==> src/rtl/salto_predictor_pkg.sv <==
// -----------------------------------------------------------------------------
// salto_predictor_pkg
// Shared pipeline constants for the branch predictor: 2-bit saturating counter
// encodings, the counter value used when a new entry is allocated, the counter
// value an entry holds out of reset, and the saturating counter step.
// -----------------------------------------------------------------------------
package salto_predictor_pkg;

  // 2-bit counter encodings; bit 1 is the taken/not-taken prediction.
  localparam logic [1:0] CTR_SNT = 2'b00;  // strongly not taken
  localparam logic [1:0] CTR_WNT = 2'b01;  // weakly not taken
  localparam logic [1:0] CTR_WT  = 2'b10;  // weakly taken
  localparam logic [1:0] CTR_ST  = 2'b11;  // strongly taken

  // A freshly allocated entry starts weakly taken: it predicts taken next
  // time, but a single not-taken outcome flips it back.
  localparam logic [1:0] CTR_ALLOC = CTR_WT;

  // Reset value: weakly not taken.
  localparam logic [1:0] CTR_RESET = CTR_WNT;

  // Saturating counter step towards the observed outcome.
  function automatic logic [1:0] ctr_next(input logic [1:0] ctr,
                                          input logic       taken);
    logic [1:0] nxt;
    if (taken) begin
      nxt = (ctr == CTR_ST) ? CTR_ST : ctr + 2'd1;
    end else begin
      nxt = (ctr == CTR_SNT) ? CTR_SNT : ctr - 2'd1;
    end
    return nxt;
  endfunction

endpackage : salto_predictor_pkg

==> src/rtl/salto_target_adder.sv <==
// -----------------------------------------------------------------------------
// salto_target_adder
// Purely combinational address arithmetic for a resolving branch.
//   pc     : PC of the resolving branch
//   offset : sign-extended branch offset, in units of (1 << SHIFT) bytes
//   tgt    : pc + (offset << SHIFT), modulo 2^WIDTH
//   fall   : pc + (1 << SHIFT),      modulo 2^WIDTH
// Carries out of the top bit are simply dropped, so targets wrap around.
// -----------------------------------------------------------------------------
module salto_target_adder #(
  parameter int WIDTH = 32,
  parameter int SHIFT = 2
) (
  input  logic [WIDTH-1:0] pc,
  input  logic [WIDTH-1:0] offset,
  output logic [WIDTH-1:0] tgt,
  output logic [WIDTH-1:0] fall
);

  localparam logic [WIDTH-1:0] STEP = {{(WIDTH-1){1'b0}}, 1'b1} << SHIFT;

  // The shift discards the offset's top SHIFT bits; that cannot change the
  // sum modulo 2^WIDTH, so the sign of a negative offset is preserved.
  assign tgt  = pc + (offset << SHIFT);
  assign fall = pc + STEP;

endmodule : salto_target_adder

==> src/rtl/salto_predictor.sv <==
// -----------------------------------------------------------------------------
// salto_predictor
// Direct-mapped branch target buffer with 2-bit saturating counters.
//
// Ports
//   clk, rst_n                  : clock, asynchronous active-low reset
//   fetch_pc                    : PC being fetched this cycle
//   pred_taken, pred_target     : combinational prediction for fetch_pc
//   res_valid                   : a branch resolves this cycle
//   res_pc, res_offset          : resolving branch PC and sign-extended offset
//   res_taken                   : actual outcome
//   res_pred_taken/target       : prediction that was made at fetch time
//   redirect, redirect_pc       : registered one-cycle mispredict pulse and the
//                                 correct next PC (redirect_pc holds otherwise)
//
// Lookups read the table as it stands at the start of the cycle; an update in
// the same cycle becomes visible from the next cycle.
// -----------------------------------------------------------------------------
module salto_predictor
  import salto_predictor_pkg::*;
#(
  parameter int WIDTH = 32,
  parameter int DEPTH = 16,
  parameter int SHIFT = 2
) (
  input  logic             clk,
  input  logic             rst_n,
  input  logic [WIDTH-1:0] fetch_pc,
  output logic             pred_taken,
  output logic [WIDTH-1:0] pred_target,
  input  logic             res_valid,
  input  logic [WIDTH-1:0] res_pc,
  input  logic [WIDTH-1:0] res_offset,
  input  logic             res_taken,
  input  logic             res_pred_taken,
  input  logic [WIDTH-1:0] res_pred_target,
  output logic             redirect,
  output logic [WIDTH-1:0] redirect_pc
);

  localparam int IDX_W = $clog2(DEPTH);
  localparam int TAG_W = WIDTH - SHIFT - IDX_W;
  localparam logic [WIDTH-1:0] STEP = {{(WIDTH-1){1'b0}}, 1'b1} << SHIFT;

  // ---------------------------------------------------------------------------
  // Table state
  // ---------------------------------------------------------------------------
  logic [DEPTH-1:0] valid_q, valid_d;
  logic [1:0]       ctr_q    [DEPTH];
  logic [1:0]       ctr_d    [DEPTH];
  logic [TAG_W-1:0] tag_q    [DEPTH];
  logic [TAG_W-1:0] tag_d    [DEPTH];
  logic [WIDTH-1:0] target_q [DEPTH];
  logic [WIDTH-1:0] target_d [DEPTH];

  // Redirect register and the update-enable flag
  logic             redirect_q, redirect_d;
  logic [WIDTH-1:0] redirect_pc_q, redirect_pc_d;
  logic             en_q, en_d;

  // ---------------------------------------------------------------------------
  // Fetch-side lookup
  // ---------------------------------------------------------------------------
  logic [IDX_W-1:0] fetch_idx;
  logic [TAG_W-1:0] fetch_tag;
  logic             fetch_hit;

  assign fetch_idx = fetch_pc[SHIFT +: IDX_W];
  assign fetch_tag = fetch_pc[WIDTH-1 -: TAG_W];
  assign fetch_hit = valid_q[fetch_idx] && (tag_q[fetch_idx] == fetch_tag);

  assign pred_taken  = fetch_hit && ctr_q[fetch_idx][1];
  assign pred_target = pred_taken ? target_q[fetch_idx] : fetch_pc + STEP;

  // ---------------------------------------------------------------------------
  // Resolution side
  // ---------------------------------------------------------------------------
  logic [WIDTH-1:0] res_tgt;
  logic [WIDTH-1:0] res_fall;
  logic [IDX_W-1:0] res_idx;
  logic [TAG_W-1:0] res_tag;
  logic             res_hit;
  logic             res_act;
  logic             mispredict;

  salto_target_adder #(
    .WIDTH (WIDTH),
    .SHIFT (SHIFT)
  ) u_target_adder (
    .pc     (res_pc),
    .offset (res_offset),
    .tgt    (res_tgt),
    .fall   (res_fall)
  );

  assign res_idx = res_pc[SHIFT +: IDX_W];
  assign res_tag = res_pc[WIDTH-1 -: TAG_W];
  assign res_hit = valid_q[res_idx] && (tag_q[res_idx] == res_tag);

  // en_q stays low through the first edge after reset is released, so a
  // resolution presented in that cycle is dropped.
  assign res_act = res_valid && en_q;

  assign mispredict = res_act &&
                      ((res_taken != res_pred_taken) ||
                       (res_taken && (res_pred_target != res_tgt)));

  // NOTE: every signal written here gets a default first, so no path through
  // the block leaves a value unassigned and no latch is inferred.
  always_comb begin
    valid_d       = valid_q;
    ctr_d         = ctr_q;
    tag_d         = tag_q;
    target_d      = target_q;
    en_d          = 1'b1;
    redirect_d    = mispredict;
    redirect_pc_d = redirect_pc_q;

    if (mispredict) begin
      redirect_pc_d = res_taken ? res_tgt : res_fall;
    end

    if (res_act) begin
      if (res_hit) begin
        ctr_d[res_idx] = ctr_next(ctr_q[res_idx], res_taken);
        if (res_taken) begin
          target_d[res_idx] = res_tgt;
        end
      end else if (res_taken) begin
        // Miss on a taken branch: replace whatever lives at this index.
        valid_d[res_idx]  = 1'b1;
        tag_d[res_idx]    = res_tag;
        target_d[res_idx] = res_tgt;
        ctr_d[res_idx]    = CTR_ALLOC;
      end
      // Miss on a not-taken branch leaves the table alone.
    end
  end

  // NOTE: state registers use non-blocking assignments so every flop samples
  // the pre-edge values, independent of statement order.
  always_ff @(posedge clk or negedge rst_n) begin
    if (!rst_n) begin
      valid_q       <= '0;
      for (int i = 0; i < DEPTH; i++) begin
        ctr_q[i] <= CTR_RESET;
      end
      redirect_q    <= 1'b0;
      redirect_pc_q <= '0;
      en_q          <= 1'b0;
    end else begin
      valid_q       <= valid_d;
      ctr_q         <= ctr_d;
      redirect_q    <= redirect_d;
      redirect_pc_q <= redirect_pc_d;
      en_q          <= en_d;
    end
  end

  // NOTE: tags and targets are storage behind a valid bit, so they carry no
  // reset; a cleared valid bit already makes their contents irrelevant.
  always_ff @(posedge clk) begin
    tag_q    <= tag_d;
    target_q <= target_d;
  end

  assign redirect    = redirect_q;
  assign redirect_pc = redirect_pc_q;

endmodule : salto_predictor

==> config.mk <==
export PLATFORM = sky130hd
export DESIGN_NAME = salto_predictor
export DESIGN_NICKNAME = d
export VERILOG_FILES = /design/src/rtl/salto_predictor_pkg.sv /design/src/rtl/salto_target_adder.sv /design/src/rtl/salto_predictor.sv
export SDC_FILE = /design/constraint.sdc
export NUM_CORES = 2
export LEC_CHECK = 0
export CORE_MARGIN = 4
export CORE_UTILIZATION = 30
export CTS_BUF_LIST = sky130_fd_sc_hd__clkbuf_16
export DETAILED_ROUTE_END_ITERATION = 10
export GPL_ROUTABILITY_DRIVEN = 0
export HOLD_SLACK_MARGIN = 0.02
export SYNTH_ARGS = -nofsm -noshare
export SYNTH_HDL_FRONTEND = slang
export SYNTH_HIERARCHICAL = 1
export SYNTH_SLANG_ARGS = --single-unit
==> constraint.sdc <==
create_clock -name clk -period 3.82 [get_ports clk]
set_input_delay 0.573 -clock clk [delete_from_list [all_inputs] [get_ports clk]]
set_output_delay 0.573 -clock clk [all_outputs]
set_load 0.01 [all_outputs]
-- After elaboration in Yosys (flattened, before gate mapping)
Cells that the tools add are included.
- flip-flop bits (word level): 1010
- output and inout bits: 66
- add/subtract/negate cells: 5
- magnitude comparators: 6
- equality and inequality tests: 5
- muxes and demuxes: 39
- bitwise logic cells: 7
- reductions and logical operators: 14
- operators by type and width (cell ; number):
    $bwmux 512 ; 1
    $bwmux 416 ; 1
    $mux 32 ; 7
    $bmux 26 s4 ; 2
    $mux 26 ; 5
    $bmux 32 s4 ; 1
    $demux 32 s4 ; 1
    $demux 26 s4 ; 1
    $add 32x3->32 const B ; 2
    $eq 26x26->1 ; 2
    $add 32x32->32 ; 1
    $bwmux 32 ; 1
    $ne 32x32->1 ; 1
    $or 16x16->16 ; 2
    $mux 2 ; 10
    $and 16x16->16 ; 1
    $bmux 2 s4 ; 2
    $not 16->16 ; 1
    $ge 5x5->1 const B ; 2
    $lt 4x5->1 const B ; 2
    $not 4->5 ; 2
    $bmux 1 s4 ; 2
    $demux 2 s4 ; 1
    $logic_and 1x1->1 ; 8
    other kinds (14) ; 17

-- Logic depth before layout (Yosys ltp)
- depth in word-level cells: 11
- mapped depth: 19
- depth with buffers taken out: 17

-- Hierarchy
Netlist, hierarchy kept.
- by module, submodules not included (module ; instances ; cells an instance ; area each (µm²) ; sequential area each (µm²)):
    salto_predictor ; 1 ; 2496 ; 45537.4 ; 29938.7
    salto_target_adder ; 1 ; 310 ; 2232.1 ; 0.0

-- Worst setup path before layout
OpenSTA, ideal clock, no wires.
- path kind: input to register
- from: in res_pc[5]
- to: reg tag_q[104] (netlist bit) (enable)
- setup time: 385 ps
- arrival time: 4197 ps
- path slack: -762 ps
- cell stages on the path: 8
- cell sequence: buf_2 -> buf_2 -> buf_2 -> clkbuf_1 -> nor2b_1 -> nand2_1 -> nor2_1 -> and2_1
- longest elaborated chain between the ends: 8
- ends and longest elaborated chain (what ; line ; source):
    start, declared ; salto_predictor.sv:32 ; input logic [WIDTH-1:0] res_pc,
    $not 4->5 (not written as such) ; salto_predictor.sv:98 ; assign res_hit = valid_q[res_idx] && (tag_q[res_idx] == res_tag);
    $bmux 26 s4 ; salto_predictor.sv:98 ;
    $mux 26 (not written as such) (2 in series) ; salto_predictor.sv:98 ;
    $eq 26x26->1 ; salto_predictor.sv:98 ;
    $logic_and 1x1->1 * ; salto_predictor.sv:98 ;
    $not 1->1 (no line) * ; - ;
    $reduce_and 3->1 (no line) * ; - ;
    end signal, assigned ; salto_predictor.sv:163 ; tag_q <= tag_d;
    end, declared ; salto_predictor.sv:51 ; logic [TAG_W-1:0] tag_q [DEPTH];
Every way passes the cells marked *; elsewhere a longest branch is shown, timed or not. The select of a mux whose other input is x is not followed.
A chain may end at the register's enable or synchronous reset.

-- Final worst setup path
- from: reg tag_q[325] (netlist bit)
- to: out pred_target[26]
- longest elaborated chain between the ends: 7
- ends and longest elaborated chain (what ; line ; source):
    $bmux 26 s4 ; salto_predictor.sv:70 ; assign fetch_hit = valid_q[fetch_idx] && (tag_q[fetch_idx] == fetch_tag);
    $mux 26 (not written as such) (2 in series) ; salto_predictor.sv:70 ;
    $eq 26x26->1 ; salto_predictor.sv:70 ;
    $logic_and 1x1->1 ; salto_predictor.sv:70 ;
    $logic_and 1x1->1 ; salto_predictor.sv:72 ; assign pred_taken = fetch_hit && ctr_q[fetch_idx][1];
    $mux 32 ; salto_predictor.sv:73 ; assign pred_target = pred_taken ? target_q[fetch_idx] : fetch_pc + STEP;
    end, declared ; salto_predictor.sv:30 ; output logic [WIDTH-1:0] pred_target,
Every way passes these cells. The select of a mux whose other input is x is not followed.

==> reports/results.tsv <==
stage	metric	value	unit
cells_and_area	layout cell share with drive strength beyond 1	40.2	%
logic_synthesis	Synth area leaders	edfxtp_1 58%, mux4_2 15%, mux2i_1 3.8%, dfrtp_1 3.5%, xnor2_1 1.6%	
logic_synthesis	post-synthesis async set-or-reset flop share	8.12	%
logic_synthesis	Synth Flop Type	edfxtp_1	
logic_synthesis	Syn. warnings	6	
worst_setup_path	Worst Path Buf+Inv	4	
worst_setup_path	CP top delay family	multiplexers	
global_routing	vias in the first global route	30700	
logic_synthesis	syn_area_per_cell	17.0	um2
global_routing	GR peak layer	met2	
sta	period utilization	125	%
global_routing	met2 Use GR	31.6	%
global_routing	initial antenna violation count	20	
floorplan	row count	146	
logic_synthesis	Yosys cell types	107	
run	max-cap check violation count	0	
logic_synthesis	post-synthesis sequential area ratio	62.7	%
route	DRC	0	
logic_synthesis	Post-synth EDFFs	928	
clock_tree	clk buf depth	3	
cells_and_area	non-filler cells, final	5819	
sta	setup TNS	-29280	ps
worst_setup_path	Startpoint Class	flop	
worst_setup_path	slowest cell delay on critical path	520	ps
worst_setup_path	CP Class	reg2out	
sta	RSZ-0062 raised after global routing	yes	
sta	Max-slew headroom	40.5	%
sta	max-slew violation count	0	
floorplan	die height	407	um
route	DR pass1 iterations	7	
status	status	finished, violations left	
sta	clk_skew	61.4	ps
global_routing	grt total ovfl	0	
logic_synthesis	XOR/XNOR share of the synthesized area	2.73	%
logic_synthesis	Yosys reg bits	1010	
power_and_ir_drop	sw frac	25.5	%
floorplan	core area	158000	um2
sta	Fin. Hold Viols	0	
clock_tree	worst skew pair latency	740	ps
logic_synthesis	Post-Syn Area	47800	um2
power_and_ir_drop	NetSw	7.07	mW
sta	Worst Tran Pin Value	892	ps
sta	Final min period	4760	ps
logic_synthesis	Syn Inst Count	2806	
sta	endpoints failing setup	40	
logic_synthesis	mux cell area share after synthesis	20.5	%
clock_tree	Clock Sinks	1010	
logic_synthesis	cell taking the most area after synthesis	edfxtp_1	
clock_tree	Worst-path clk slew	60	ps
route	vias per cell	5.42	
cells_and_area	area delta synth->final	32.0	%
route	Routed WL per cell	30.2	um
clock_tree	TritonCTS Buffers	108	
power_and_ir_drop	combinational share of power	15.1	%
worst_setup_path	critical path, cell by cell	mux4_2 > mux4_2 > xnor2_2 > nand2_1 > or3b_4 > and4b_1 > and4bb_4 > buf_12 > buf_12 > buf_16 > mux2_4 > buf_6	
clock_tree	CTS tree	yes	
logic_synthesis	Adder-Cell Fraction of Synth Area	0.898	%
placement	Cells after DPL	5545	
clock_tree	H-tree levels	3	
global_routing	M1 GR Usage	27.6	%
logic_synthesis	Mapped Nets	2971	
power_and_ir_drop	internal power	20.6	mW
power_and_ir_drop	Max IR drop VDD	371	uV
worst_setup_path	worst path required time	3250	ps
floorplan	Die Area	166000	um2
sta	PnR worst setup slack	-936	ps
route	vias	31600	
worst_setup_path	crit path capture type	primary output	
power_and_ir_drop	Power Density	439	nW/um2
floorplan	Die Wd	407	um
worst_setup_path	crit path max fanout	6	
logic_synthesis	largest family of logic cells by synthesized area	multiplexers	
floorplan	I/O pin count	199	
power_and_ir_drop	total power	27.7	mW
global_routing	first-pass GRT wire length	237000	um
cells_and_area	nets	3808	
clock_tree	CTS root buf	clkbuf_16	
route	initial drt markers	4168	
placement	hpwl dp	121000	um
power_and_ir_drop	clock power share	39.2	%
logic_synthesis	Post-synth top cells	928 x edfxtp_1, 327 x mux4_2, 182 x mux2i_1, 128 x nand2_1, 126 x nor2_1	
worst_setup_path	Worst EP arrival	4180	ps
global_routing	met3 Use GR	4.79	%
power_and_ir_drop	Sequential Power Share	45.6	%
placement	port buffer count	196	
worst_hold_path	worst hold path type	in2reg	
route	ANT nets after route	0	
floorplan	Initial Util	30.2	%
power_and_ir_drop	Lkg Pwr	22.5	nW
logic_synthesis	Compound-Gate Fraction of Synth Area	5.63	%
logic_synthesis	Post-Synth Simple-Gate Area	4.96	%
global_routing	largest net degree at the start of global routing	62	
sta	Fmax	210	MHz
route	DRT Wirelength	175000	um
status	failing checks	setup timing	
logic_synthesis	Synth top area share	58.3	%
logic_synthesis	most frequent cell after synthesis	edfxtp_1	
worst_setup_path	crit path max-delay cell type	mux4_2	
global_routing	gr usage total	20.4	%
==> placed cells by master, fill, tap and decap left out, types with 15 or more instances in the layout <==
master           count
a21o_1              23
a21oi_1             57
a21oi_2             15
a22oi_1             39
and2_4              16
and3_1              19
buf_12             100
buf_4              561
buf_6               52
clkbuf_16          126
clkdlybuf4s50_1    122
clkinv_1            17
clkinv_2            25
dfrtp_1             66
dfstp_2             16
dlymetal6s2s_1      16
edfxtp_1           928
ha_4                19
inv_1               71
mux2_2              18
mux2_4              34
mux2i_1            181
mux4_2             328
nand2_1            122
nand3_1             45
nand4_1             22
nor2_1             105
nor2_4              17
nor2b_1             16
nor3_1              25
o21ai_0             40
xnor2_1             75
xor2_1              57
==> sequential cells by signal, indices dropped and copies added (netlist names) <==
register and cells:
target_q 512, redirect 1, tag_q 416, valid_q 16, redirect_pc 32, ctr_q 32, en_q 1
==> stage by stage <==
step | hold WS [ps] | util, % | setup WS, ps | cell area, um2
finish | 447 | 39.8 | -936 | 63100
global route | 446 | 39.8 | -1040 | 63100
CTS | 457 | 39.2 | -1010 | 62100
detailed placement | 465 | 36.4 | -1440 | 57700
global placement | 456 | 36.4 | -1530 | 57700
floorplan | 277 | - | -77.3 | 48300
==> cell type report <==
type / count / area, um2
clock buffers: 112 / 2800
multi-input cells: 1571 / 17700
flip-flops and latches: 1010 / 29900
well taps: 2072 / 2590
clock inverters: 92 / 931
inverters: 60 / 228
fillers: 14300 / 95300
repair buffers: 892 / 8860
diodes: 10 / 25.0
==> kinds of logic after synthesis <==
kind of cell	count (synthesis)
adder cells (fa/ha/maj)	34
other	1
multiplexers	562
AND/OR/NAND/NOR	478
flip-flops	1010
XOR/XNOR	149
AO/OA/AOI/OAI	347
buffers and inverters	225
==> what timing repair did <==
action	in CTS	in global routing
hold buffers	1	0
setup endpoints to repair	360	336
setup buffers	21	24
pin swaps	14	55
resized for setup	229	147
hold endpoints to repair	39	0
gates cloned	4	15
==> layer usage <==
metal  up-vias  wire length [um]
li1      13100                 -
met1     16400             69000
met2      1709             79200
met3       303             18800
met4         6              8380
met5         -                40
==> power groups by stage <==
| stage | Sequential (mW) | Combinational [mW] | Clock, mW |
|---|---|---|---|
| CTS | 12.6 | 4.04 | 11.0 |
| floorplan | 12.8 | 1.76 | 0 |
| finish | 12.6 | 4.19 | 10.9 |
| global placement | 12.9 | 3.90 | 0 |
| global route | 12.6 | 4.38 | 11.5 |
| detailed placement | 12.9 | 3.94 | 0 |
==> final timing paths <==
kind / startpoint / end / slack, ps / depth (start not counted)
worst max-delay path: tag_q[325] / pred_target[26] / -940 / 12
min in group asynchronous: rst_n / valid_q[11] / 660 / 2
max in group asynchronous: rst_n / redirect_pc[5] / 2260 / 3
worst min register to register: valid_q[3] / valid_q[3] / 480 / 1
worst min-delay path: res_pc[5] / redirect_pc[5] / 450 / 5
worst max register to register: tag_q[289] / tag_q[175] / -20 / 13
==> worst reg2reg max path, stage by stage (launching register included) <==
cell and delay (ps):
edfxtp_1 410, buf_4 150, mux4_2 440, mux2_4 310
a21oi_2 130, buf_4 140, and4b_2 270, a31oi_4 60
or4_4 580, or3_4 420, buf_6 150, buf_6 110
and2_4 170, buf_12 180
Power figures use the tool's default switching activity.
